--- src/rtl/paicore_axis_pkg.sv ---
// rtl/paicore_axis_pkg.sv - shared route-field constants, route code type and route FSM states
package paicore_axis_pkg;

    localparam int ROUTE_LSB_DEF = 60;
    localparam int ROUTE_W_DEF   = 4;

    typedef logic [ROUTE_W_DEF-1:0] route_code_t;

    localparam route_code_t BCAST_CODE_DEF = 4'hF;

    typedef enum logic [1:0] {
        ST_HEAD = 2'd0,
        ST_BODY = 2'd1,
        ST_DROP = 2'd2
    } route_state_t;

endpackage

--- src/rtl/axis_skid_buf_2.sv ---
// rtl/axis_skid_buf_2.sv - two-entry skid buffer: output register plus one overflow register
// Ports:
//   clk, rst_n        clock, asynchronous active-low reset
//   s_tdata, s_tvalid write side; s_tvalid is a push that the caller guarantees has room
//   s_space_next      fewer than two entries will be held after this edge
//   m_tdata, m_tvalid, m_tready  read side
module axis_skid_buf_2 #(
    parameter int WIDTH = 8
) (
    input  logic             clk,
    input  logic             rst_n,
    input  logic [WIDTH-1:0] s_tdata,
    input  logic             s_tvalid,
    output logic             s_space_next,
    output logic [WIDTH-1:0] m_tdata,
    output logic             m_tvalid,
    input  logic             m_tready
);

    logic [WIDTH-1:0] out_q;
    logic [WIDTH-1:0] skid_q;
    logic [1:0]       count_q;
    logic [1:0]       count_nxt;
    logic             pop;

    assign pop      = m_tvalid && m_tready;
    assign m_tvalid = (count_q != 2'd0);
    assign m_tdata  = out_q;

    always_comb begin
        count_nxt = count_q;
        case ({s_tvalid, pop})
            2'b10:   count_nxt = count_q + 2'd1;
            2'b01:   count_nxt = count_q - 2'd1;
            default: count_nxt = count_q;
        endcase
    end

    // Lets the owner register its ready without a combinational path back upstream.
    assign s_space_next = (count_nxt != 2'd2);

    always_ff @(posedge clk or negedge rst_n) begin
        if (!rst_n) begin
            out_q   <= '0;
            skid_q  <= '0;
            count_q <= 2'd0;
        end else begin
            if (pop) begin
                // Older skid entry moves forward first so ordering holds.
                if (count_q == 2'd2) begin
                    out_q <= skid_q;
                end else if (s_tvalid) begin
                    out_q <= s_tdata;
                end
            end else if (s_tvalid) begin
                if (count_q == 2'd0) begin
                    out_q <= s_tdata;
                end else begin
                    skid_q <= s_tdata;
                end
            end
            count_q <= count_nxt;
        end
    end

endmodule

--- src/rtl/axis_fork_route_ctrl.sv ---
// rtl/axis_fork_route_ctrl.sv - route decode, per-packet fork sideband and invalid-route drop ahead of the fork arbiter
// Ports:
//   clk, rst_n                                      clock, asynchronous active-low reset
//   s_axis_tdata/tlast/tvalid/tready                packet input
//   m_axis_tdata/tlast/tvalid/tready                packet output to the fork arbiter
//   fork_enable, single_mask                        sideband qualified by m_axis_tvalid
//   drop_count, drop_pulse                          dropped-packet statistics
import paicore_axis_pkg::*;

module axis_fork_route_ctrl #(
    parameter int                DATA_WIDTH = 64,
    parameter int                M_COUNT    = 3,
    parameter int                ROUTE_LSB  = ROUTE_LSB_DEF,
    parameter int                ROUTE_W    = ROUTE_W_DEF,
    parameter logic [ROUTE_W-1:0] BCAST_CODE = BCAST_CODE_DEF,
    parameter int                DROP_CNT_W = 16
) (
    input  logic                  clk,
    input  logic                  rst_n,
    output logic                  s_axis_tready,
    input  logic [DATA_WIDTH-1:0] s_axis_tdata,
    input  logic                  s_axis_tlast,
    input  logic                  s_axis_tvalid,
    input  logic                  m_axis_tready,
    output logic [DATA_WIDTH-1:0] m_axis_tdata,
    output logic                  m_axis_tlast,
    output logic                  m_axis_tvalid,
    output logic                  fork_enable,
    output logic [M_COUNT-1:0]    single_mask,
    output logic [DROP_CNT_W-1:0] drop_count,
    output logic                  drop_pulse
);

    localparam int SB_W = DATA_WIDTH + 2 + M_COUNT;

    route_state_t         state_q;
    logic                 fe_q;
    logic [M_COUNT-1:0]   mask_q;
    logic                 ready_q;

    logic [ROUTE_W-1:0]   code;
    logic                 code_bcast;
    logic                 code_ok;
    logic [M_COUNT-1:0]   dec_mask;
    logic                 in_head;
    logic                 hs;
    logic                 push;
    logic                 push_fe;
    logic [M_COUNT-1:0]   push_mask;
    logic                 drop_last;
    logic                 drop_next;
    logic                 space_next;
    logic [SB_W-1:0]      sb_out;

    assign s_axis_tready = ready_q;
    assign hs            = s_axis_tvalid && ready_q;
    assign in_head       = (state_q == ST_HEAD);

    assign code       = s_axis_tdata[ROUTE_LSB +: ROUTE_W];
    assign code_bcast = (code == BCAST_CODE);
    assign code_ok    = code_bcast || (int'(code) < M_COUNT);
    assign dec_mask   = code_bcast ? {M_COUNT{1'b1}} : (M_COUNT'(1) << code);

    // Head beats carry the freshly decoded route; body beats reuse the latched one.
    assign push      = hs && ((in_head && code_ok) || (state_q == ST_BODY));
    assign push_fe   = in_head ? code_bcast : fe_q;
    assign push_mask = in_head ? dec_mask : mask_q;

    assign drop_last = hs && s_axis_tlast && ((in_head && !code_ok) || (state_q == ST_DROP));

    // True when the next cycle is spent inside a dropped packet, where the skid
    // is never written, so upstream may keep streaming regardless of backpressure.
    assign drop_next = (in_head && hs && !code_ok && !s_axis_tlast) ||
                       ((state_q == ST_DROP) && !(hs && s_axis_tlast));

    always_ff @(posedge clk or negedge rst_n) begin
        if (!rst_n) begin
            state_q    <= ST_HEAD;
            fe_q       <= 1'b0;
            mask_q     <= '0;
            ready_q    <= 1'b0;
            drop_pulse <= 1'b0;
            drop_count <= '0;
        end else begin
            ready_q    <= drop_next || space_next;
            drop_pulse <= drop_last;
            if (drop_last && (drop_count != {DROP_CNT_W{1'b1}})) begin
                drop_count <= drop_count + DROP_CNT_W'(1);
            end
            if (hs) begin
                case (state_q)
                    ST_HEAD: begin
                        if (code_ok) begin
                            fe_q    <= code_bcast;
                            mask_q  <= dec_mask;
                            state_q <= s_axis_tlast ? ST_HEAD : ST_BODY;
                        end else begin
                            state_q <= s_axis_tlast ? ST_HEAD : ST_DROP;
                        end
                    end
                    ST_BODY: if (s_axis_tlast) state_q <= ST_HEAD;
                    ST_DROP: if (s_axis_tlast) state_q <= ST_HEAD;
                    default: state_q <= ST_HEAD;
                endcase
            end
        end
    end

    axis_skid_buf_2 #(
        .WIDTH (SB_W)
    ) u_skid (
        .clk          (clk),
        .rst_n        (rst_n),
        .s_tdata      ({s_axis_tdata, s_axis_tlast, push_fe, push_mask}),
        .s_tvalid     (push),
        .s_space_next (space_next),
        .m_tdata      (sb_out),
        .m_tvalid     (m_axis_tvalid),
        .m_tready     (m_axis_tready)
    );

    assign {m_axis_tdata, m_axis_tlast, fork_enable, single_mask} = sb_out;

endmodule

--- config.mk ---
export PLATFORM = sky130hd
export DESIGN_NAME = axis_fork_route_ctrl
export DESIGN_NICKNAME = d
export VERILOG_FILES = /design/src/rtl/paicore_axis_pkg.sv /design/src/rtl/axis_skid_buf_2.sv /design/src/rtl/axis_fork_route_ctrl.sv
export SDC_FILE = /design/constraint.sdc
export NUM_CORES = 1
export LEC_CHECK = 0
export ABC_AREA = 1
export CAP_MARGIN = 20
export CORE_MARGIN = 5
export CORE_UTILIZATION = 40
export DETAILED_ROUTE_END_ITERATION = 7
export PLACE_DENSITY = 0.71
export SLEW_MARGIN = 25
export SYNTH_ARGS = -nofsm -noshare
export SYNTH_HDL_FRONTEND = slang
export SYNTH_HIERARCHICAL = 1
export SYNTH_SLANG_ARGS = --single-unit
--- constraint.sdc ---
create_clock -name clk -period 1.9 [get_ports clk]
set_input_delay 0.38 -clock clk [delete_from_list [all_inputs] [get_ports clk]]
set_output_delay 0.38 -clock clk [all_outputs]
set_load 0.03 [all_outputs]
==> results of run 1 <==
## registers in the layout (all words and copies together), names as in the netlist
register and cells:
mask_q 3, u_skid/skid_q 69, drop_count 16, s_axis_tready 1, state_q 2, drop_pulse 1, fe_q 1, u_skid/count_q 2
u_skid/m_tdata 69
## worst max-delay path, delay by kind of cell (launching register included)
| family | cells | cell delay [ns] |
|---|---|---|
| buf+inv | 6 | 0.65 |
| flops | 1 | 0.39 |
| fa+ha+maj | 2 | 0.31 |
| simple gates | 4 | 0.32 |
| compound gates | 1 | 0.13 |
## cells in the final DEF, fill, tap and decap left out, types with 2 or more instances in the layout
cell type	synthesis	routed
nor2_4	6	6
nor2_1	17	16
ha_4	0	3
buf_4	9	41
dlygate4sd2_1	0	26
xor2_1	5	5
nand2_4	2	9
buf_16	0	5
clkinv_2	0	2
clkinvlp_4	0	2
dfrtp_1	164	163
nor2_2	2	3
buf_12	0	14
inv_2	4	7
dlymetal6s2s_1	0	13
o22ai_1	2	2
nand2_2	18	37
clkinv_4	0	2
nand3_4	1	3
nand2_1	495	469
inv_8	0	2
clkdlybuf4s50_1	0	114
buf_6	13	4
o21ai_0	14	13
xnor2_1	7	7
nand3_1	80	80
ha_1	6	3
inv_6	0	5
nand4_1	5	5
clkbuf_16	0	19
nand3_2	7	5
bufinv_16	0	2
o21ai_1	61	61
a22oi_1	2	2
inv_1	98	94
a21oi_1	2	2
## final timing paths
path / startpoint / end / slack, ns
setup / recovery: state_q[1] / u_skid/m_tdata[56] / -0.008
hold / removal: s_axis_tdata[62] / u_skid/skid_q[67] / 0.44
setup reg to reg: state_q[1] / u_skid/m_tdata[56] / -0.008
hold reg to reg: u_skid/m_tdata[30] / u_skid/m_tdata[30] / 0.48
max in group asynchronous: rst_n / u_skid/m_tdata[6] / 0.74
min in group asynchronous: rst_n / u_skid/m_tdata[42] / 0.48
## cells by family (layout without fill, tap and decap cells)
group,Yosys count,count (layout)
AND/OR/NAND/NOR,634,634
flip-flops,164,164
buffers and inverters,156,355
AO/OA/AOI/OAI,83,83
XOR/XNOR,12,12
adder cells (fa/ha/maj),6,6
## cells in the mapped netlist
| library cell | instances | area, µm² |
|---|---|---|
| a21oi_1 | 2 | 10.0 |
| a22oi_1 | 2 | 15.0 |
| buf_1 | 1 | 3.75 |
| buf_2 | 23 | 115 |
| buf_4 | 9 | 67.6 |
| buf_6 | 13 | 146 |
| buf_8 | 1 | 15.0 |
| clkbuf_1 | 7 | 26.3 |
| dfrtp_1 | 164 | 4100 |
| ha_1 | 6 | 75.1 |
| inv_1 | 98 | 368 |
| inv_2 | 4 | 15.0 |
| nand2_1 | 495 | 1860 |
| nand2_2 | 18 | 113 |
| nand2_4 | 2 | 22.5 |
| nand3_1 | 80 | 400 |
| nand3_2 | 7 | 70.1 |
| nand3_4 | 1 | 17.5 |
| nand4_1 | 5 | 31.3 |
| nor2_1 | 17 | 63.8 |
| nor2_2 | 2 | 12.5 |
| nor2_4 | 6 | 67.6 |
| nor3_4 | 1 | 16.3 |
| o211ai_1 | 1 | 7.51 |
| o21a_1 | 1 | 7.51 |
| o21ai_0 | 14 | 70.1 |
| o21ai_1 | 61 | 305 |
| o22ai_1 | 2 | 12.5 |
| xnor2_1 | 7 | 61.3 |
| xor2_1 | 5 | 43.8 |
## per-stage QoR
stage	power, µW	util, %	instances	hold WS [ns]
finish	16500	55.7	1524	0.440
CTS	16600	55.1	1521	0.414
global placement	12300	50.2	1469	0.376
global route	17500	55.7	1524	0.444
detailed placement	12400	50.2	1469	0.375
floorplan	9790	-	1055	0.0844
## per-layer routing
metal | GRT usage (%) | share of wire [%] | vias to the layer above
met5 | 0 | 0 | -
met1 | 24.4 | 45 | 3351
met4 | 4.96 | 1.4 | 0
li1 | - | - | 3619
met3 | 4.77 | 5.5 | 23
met2 | 31.5 | 48 | 156
## power by group through the flow
stage | clock, µW | sequential, µW | combinational [µW]
3_5_place_dp | 0 | 5740 | 6700
6_report | 3510 | 5730 | 7240
2_1_floorplan | 0 | 6950 | 2840
4_1_cts | 3600 | 5720 | 7240
5_1_grt | 3750 | 5900 | 7890
3_3_place_gp | 0 | 5700 | 6580
## final cells by class
| class | count | area, µm² |
|---|---|---|
| Clock inverter | 15 | 169 |
| Fill cell | 1859 | 8930 |
| Multi-Input combinational cell | 735 | 3450 |
| Timing Repair Buffer | 221 | 2370 |
| Tap cell | 270 | 338 |
| Inverter | 102 | 385 |
| Sequential cell | 164 | 4110 |
| Clock buffer | 17 | 425 |
## what timing repair did
item	in CTS	in global routing
gates cloned	6	2
endpoints found under the hold margin	43	0
gates resized for setup	56	36
hold buffers	1	0
buffers inserted	13	3
pin swaps	13	9
endpoints found under the setup margin	90	96
==> impl_results.md, run 1 <==
* Run status: finished with violations
* Failing checks: negative setup slack
* Post-synthesis compound-gate area fraction at 5.26%
* Drt pass-1 iters at 5
* First-pass GRT wire length at ~36000 µm
* Die footprint at approximately 23000 µm²
* Final setup vio count at 6
* R2R cell count at 13
* Clock share of power at about a fifth
* Tot GR Track Use at between 10% and 20%
* Area Growth Syn to Fin at 38.0%
* Gr ovfl total at 0
* Worst Path Arrival at 2.22 ns
* P_sw at 6580 µW
* Dpl ws at -0.672 ns
* RSZ-0062 raised after global routing: yes
* N_diodes at 0
* CTS tree: yes
* Post-Synth XOR/XNOR Area at under 10%
* WHS Path Cells at 3
* CTS Root Cell: clkbuf_16
* Layout cell share with drive strength beyond 1 at 14.0%
* Final nets at 1316
* CP cell instances: inv_2 > ha_4 > nand2_4 > o21ai_4 > inv_2 > ha_4 > inv_4 > buf_6 > nand3_4 > buf_12 > buf_16 > nand2_2 > nand2_1
* Post-Synth Simple-Gate Area at around 33%
* Setup ws final at -0.00784 ns
* Pleak at a little over 0.006 µW
* Flop pwr share at between 30% and 40%
* Max H-tree Level at 4
* Post-synthesis mux area share at 0%
* Final Max Tran Viols at 0
* Fin Setup TNS at -0.0202 ns
* Sw Ratio at between 30% and 40%
* VDD IR-drop max at roughly 0.00074 V
* Largest net degree at the start of global routing at 65
* Internal power at just under 10000 µW
* Longest Clk Path Bufs at 2
* Vias per cell at ~4.7
* Unique masters post-synth at 30
* Crit path launch type: register
* Critical setup path kind: reg2reg
* Later-pin clock latency in the skew report at 0.42 ns
* Initial cell density of the core at just over 40%
* Synth warnings at 6
* Clk slew on worst S/H paths at approximately 0.070 ns
* Seq cells post-synth at between 150 and 200
* Final min period at between 1.5 and 2 ns
* Initial DRC Count at 369
* Clock skew at a little under 0.01 ns
* # port buffers at 156
* Core area at ~20000 µm²
* Placer congestion estimate at roughly 0.86
* CP max stage cell: dfrtp_1
* Final WL at ~22000 µm
* Cell count after synthesis at approximately 1100
* Power Density at between 1000 and 1500 nW/µm²
* Worst Path Required at approximately 2.2 ns
* Worst hold path class: in2reg
* Chip width at 153 µm
* Worst-path fanout max at 6
* Mean post-synth cell area at between 7 and 8 µm²
* Comb pwr share at 43.9%
* Final antenna-violating net count at 0
* Net Count, Synth at ~1100
* Main combinational cell family by area after synthesis: simple AND/OR/NAND/NOR gates
* Relative slew slack at 52.4%
* Post-detail-place hpwl at 14000 µm
* Max cap viols at 0
* Site Rows at 52
* Fin. Hold Viols at 0
* Final instance area at about 11000 µm²
* IO Pins at 157
* Adder-cell share of the synthesized area at less than 1%
* Vias in the first global route at between 7000 and 8000
* Wirelength per Cell at approximately 14 µm
* Seq/Total Area, Yosys at just over 50%
* Sink Count at 164
* Mapped Area at 8140 µm²
* Num CTS Buffers at 17
* Period utilization at 100%
* CP max stage delay at ~0.39 ns
* Initial antenna violation count at 0
* DRC Markers at 0
* CP endpoint kind: register
* Vias at just over 7000
* Fmax at 0.524 GHz
* Die Y-Extent at approximately 150 µm
* Placed cell area at 10100 µm²
* Actual slew at the worst max-slew pin at around 0.71 ns
Power figures use the tool's default switching activity.
==> inputs of run 2 (changes only) <==
--- a/config.mk
+++ b/config.mk
@@ -10,5 +10,5 @@
 export CORE_MARGIN = 5
-export CORE_UTILIZATION = 40
+export CORE_UTILIZATION = 45
 export DETAILED_ROUTE_END_ITERATION = 7
-export PLACE_DENSITY = 0.71
+export PLACE_DENSITY = 0.78
 export SLEW_MARGIN = 25
--- a/constraint.sdc
+++ b/constraint.sdc
@@ -3,2 +3,2 @@
 set_output_delay 0.38 -clock clk [all_outputs]
-set_load 0.03 [all_outputs]
+set_load 0.02 [all_outputs]
==> run 2 against run 1 <==
  * Critical path depth did not move
  * Via count grew 3.8%
  * Combinational power decreased by 8.7%
  * The run now ends clean
  * Clock-buffer cell count is 6 higher
  * Total power fell by 5.0%
  * Non-clock buffer count fell by 6
==> impl_results.md, run 2 (synthesized netlist as in run 1, its figures left out) <==
* Vias per cell at between 5 and 6
* Period utilization at 97.9%
* Final setup vio count at 0
* Worst-path fanout max at 7
* Placed cell area at ~10000 µm²
* Crit path launch type: register
* # port buffers at around 160
* N_diodes at 0
* Reg-to-Reg Start: state_q[0]
* Drt pass-1 iters at 6
* Layout Utilization at 62.1%
* Layout cell share with drive strength beyond 1 at around an eighth
* Finished Layout Cells at roughly 1500
* CTS tree: yes
* Vias at approximately 7400
* Commonest non-fill, non-tap cell in the layout: nand2_1
* Pleak at approximately 0.0059 µW
* Final instance area at 11100 µm²
* Tot GR Track Use at a little over a fifth
* Longest Clk Path Bufs at 2
* R2R Setup Slk at between 0.04 and 0.05 ns
* Hold worst-path end: u_skid/skid_q[67]
* Initial antenna violation count at 2
* RSZ-0062 raised after global routing: yes
* Die Y-Extent at between 100 and 150 µm
* Reg2reg end: u_skid/m_tdata[4]
* Final Max Tran Viols at 0
* IO Pins at 157
* VDD IR-drop max at between 0.0007 and 0.0008 V
* CTS Root Cell: clkbuf_16
* Wirelength per Cell at about 15 µm
* Worst Path Required at 2.26 ns
* Clock skew at ~0.0064 ns
* Core area at between 15000 and 20000 µm²
* Sink Count at about 160
* First-pass GRT wire length at around 35000 µm
* Actual slew at the worst max-slew pin at 0.511 ns
* Final antenna-violating net count at 0
* Max cap viols at 0
* WHS Path Cells at 3
* Worst path depth at 13
* Clk slew on worst S/H paths at roughly 0.06 ns
* Top delay family on crit path: buffers and inverters
* Relative slew slack at 65.9%
* Worst hold path class: in2reg
* DRC Markers at 0
* Final min period at 1.86 ns
* Num CTS Buffers at 17
* Critical setup path kind: reg2reg
* Final nets at 1311
* CP max stage delay at 0.42 ns
* Worst Path Buf+Inv at 5
* Run status: completed
* Vias in the first global route at 7062
* Post-detail-place hpwl at around 13000 µm
* Worst Path Arrival at around 2.2 ns
* Fin. Hold Viols at 0
* Max H-tree Level at 4
* Die footprint at ~21000 µm²
* Area Growth Syn to Fin at 36.5%
* Gr ovfl total at 0
* Placed cell count at between 1000 and 1500
* Site Rows at about 50
* Placer congestion estimate at 0.839
* Initial DRC Count at 500
* Filler cells at approximately 1600
* Chip width at around 140 µm
* CP max stage cell: dfrtp_1
* R2R cell count at 13
* Largest net degree at the start of global routing at 70
* Hold wc startpoint: s_axis_tdata[62]
* CP cell instances: inv_2 > ha_4 > nand2_4 > o21ai_4 > inv_4 > ha_4 > inv_4 > nand2_4 > nor2_4 > buf_8 > clkbuf_16 > nand2_1 > nand2_1
* Fmax at between 0.5 and 0.6 GHz
* Later-pin clock latency in the skew report at roughly 0.42 ns
* Most frequent cells in the layout: nand2_1, dfrtp_1, clkdlybuf4s50_1
* CP endpoint kind: register
* Final WL at 22900 µm
* Initial cell density of the core at approximately 45%
* Power Density at roughly 1400 nW/µm²
[run 2: changes by cell type in the layout (fill, tap and decap cells not counted), sizes merged]
| cell | delta |
|---|---|
| buf | -13 |
| bufinv | -1 |
| clkbuf | +13 |
| clkdlybuf4s50 | +19 |
| clkinvlp | +1 |
| dlygate4sd2 | -11 |
| dlymetal6s2s | -8 |
| inv | -7 |
| nand3 | +1 |
[run 2: worst max-delay path by stage]
| stage | slack (ns) | endpoint | from |
|---|---|---|---|
| finish | 0.04 | u_skid/m_tdata[4] | state_q[0] |
| global placement | -0.56 | u_skid/m_tdata[4] | s_axis_tdata[63] |
| CTS | 0.0007 | drop_count[9] | drop_count[9] |
| global route | -0.04 | u_skid/m_tdata[40] | state_q[1] |
| detailed placement | -0.62 | u_skid/m_tdata[2] | s_axis_tdata[62] |
| floorplan | 0.02 | u_skid/m_tdata[31] | state_q[0] |
[run 2: what timing repair did]
action                                 in CTS  in global routing
cloned                                      3                 12
gates resized for setup                    30                 41
hold buffers                                1                  0
pin swaps                                   2                  7
endpoints found under the hold margin      33                  0
setup endpoints to repair                  82                145
setup buffers                               8                  2
[run 2: routing by layer]
metal / vias to the layer above / routed length (µm) / global-route usage, % / share of wire [%]
li1: 3620 / - / - / -
met2: 244 / 11100 / 34.0 / 48
met5: - / 40 / 0 / 0.17
met1: 3516 / 9890 / 27.8 / 43
met4: 4 / 507 / 7.17 / 2.2
met3: 40 / 1350 / 4.56 / 5.9
[run 2: layout make-up]
cell class                      instances  area (µm²)  share of cell area [%]
Clock buffer                           23         488                    4.39
Clock inverter                          8        76.3                   0.687
Inverter                              102         388                    3.49
Multi-Input combinational cell        736        3420                    30.8
Sequential cell                       164        4100                    36.9
Tap cell                              229         287                    2.58
Timing Repair Buffer                  215        2350                    21.1
[run 2: worst reg2reg max path, delay by kind of cell, from the launching register on]
kind / cells / cell delay, ns
and+or+nand+nor: 5 / 0.34
adders and majority gates: 2 / 0.32
buffers and inverters: 5 / 0.57
DFF: 1 / 0.42
AOI/OAI and AO/OA: 1 / 0.15
[run 2: through the flow]
stage / hold WS (ns) / power, µW / setup TNS [ns] / setup WS [ns]
final: 0.402 / 15700 / 0 / 0.0403
after CTS: 0.383 / 15400 / 0 / 0.000667
after global routing: 0.404 / 16700 / -0.959 / -0.0389
after detailed placement: 0.313 / 11800 / -63.59 / -0.616
after global placement: 0.316 / 11600 / -59.29 / -0.555
after floorplan: 0.0844 / 9270 / 0 / 0.0210
[run 2: report_power, final]
part           switching [µW]  internal, µW
Combinational            3690          2910
Clock                    1370          1930
Sequential                850          4900
Total                    5920          9740
==> inputs of run 3 (changes only) <==
- CAP_MARGIN: 20 -> not set
==> results of run 3 <==
The final DEF is identical to that of run 2; final timing and power are the same.
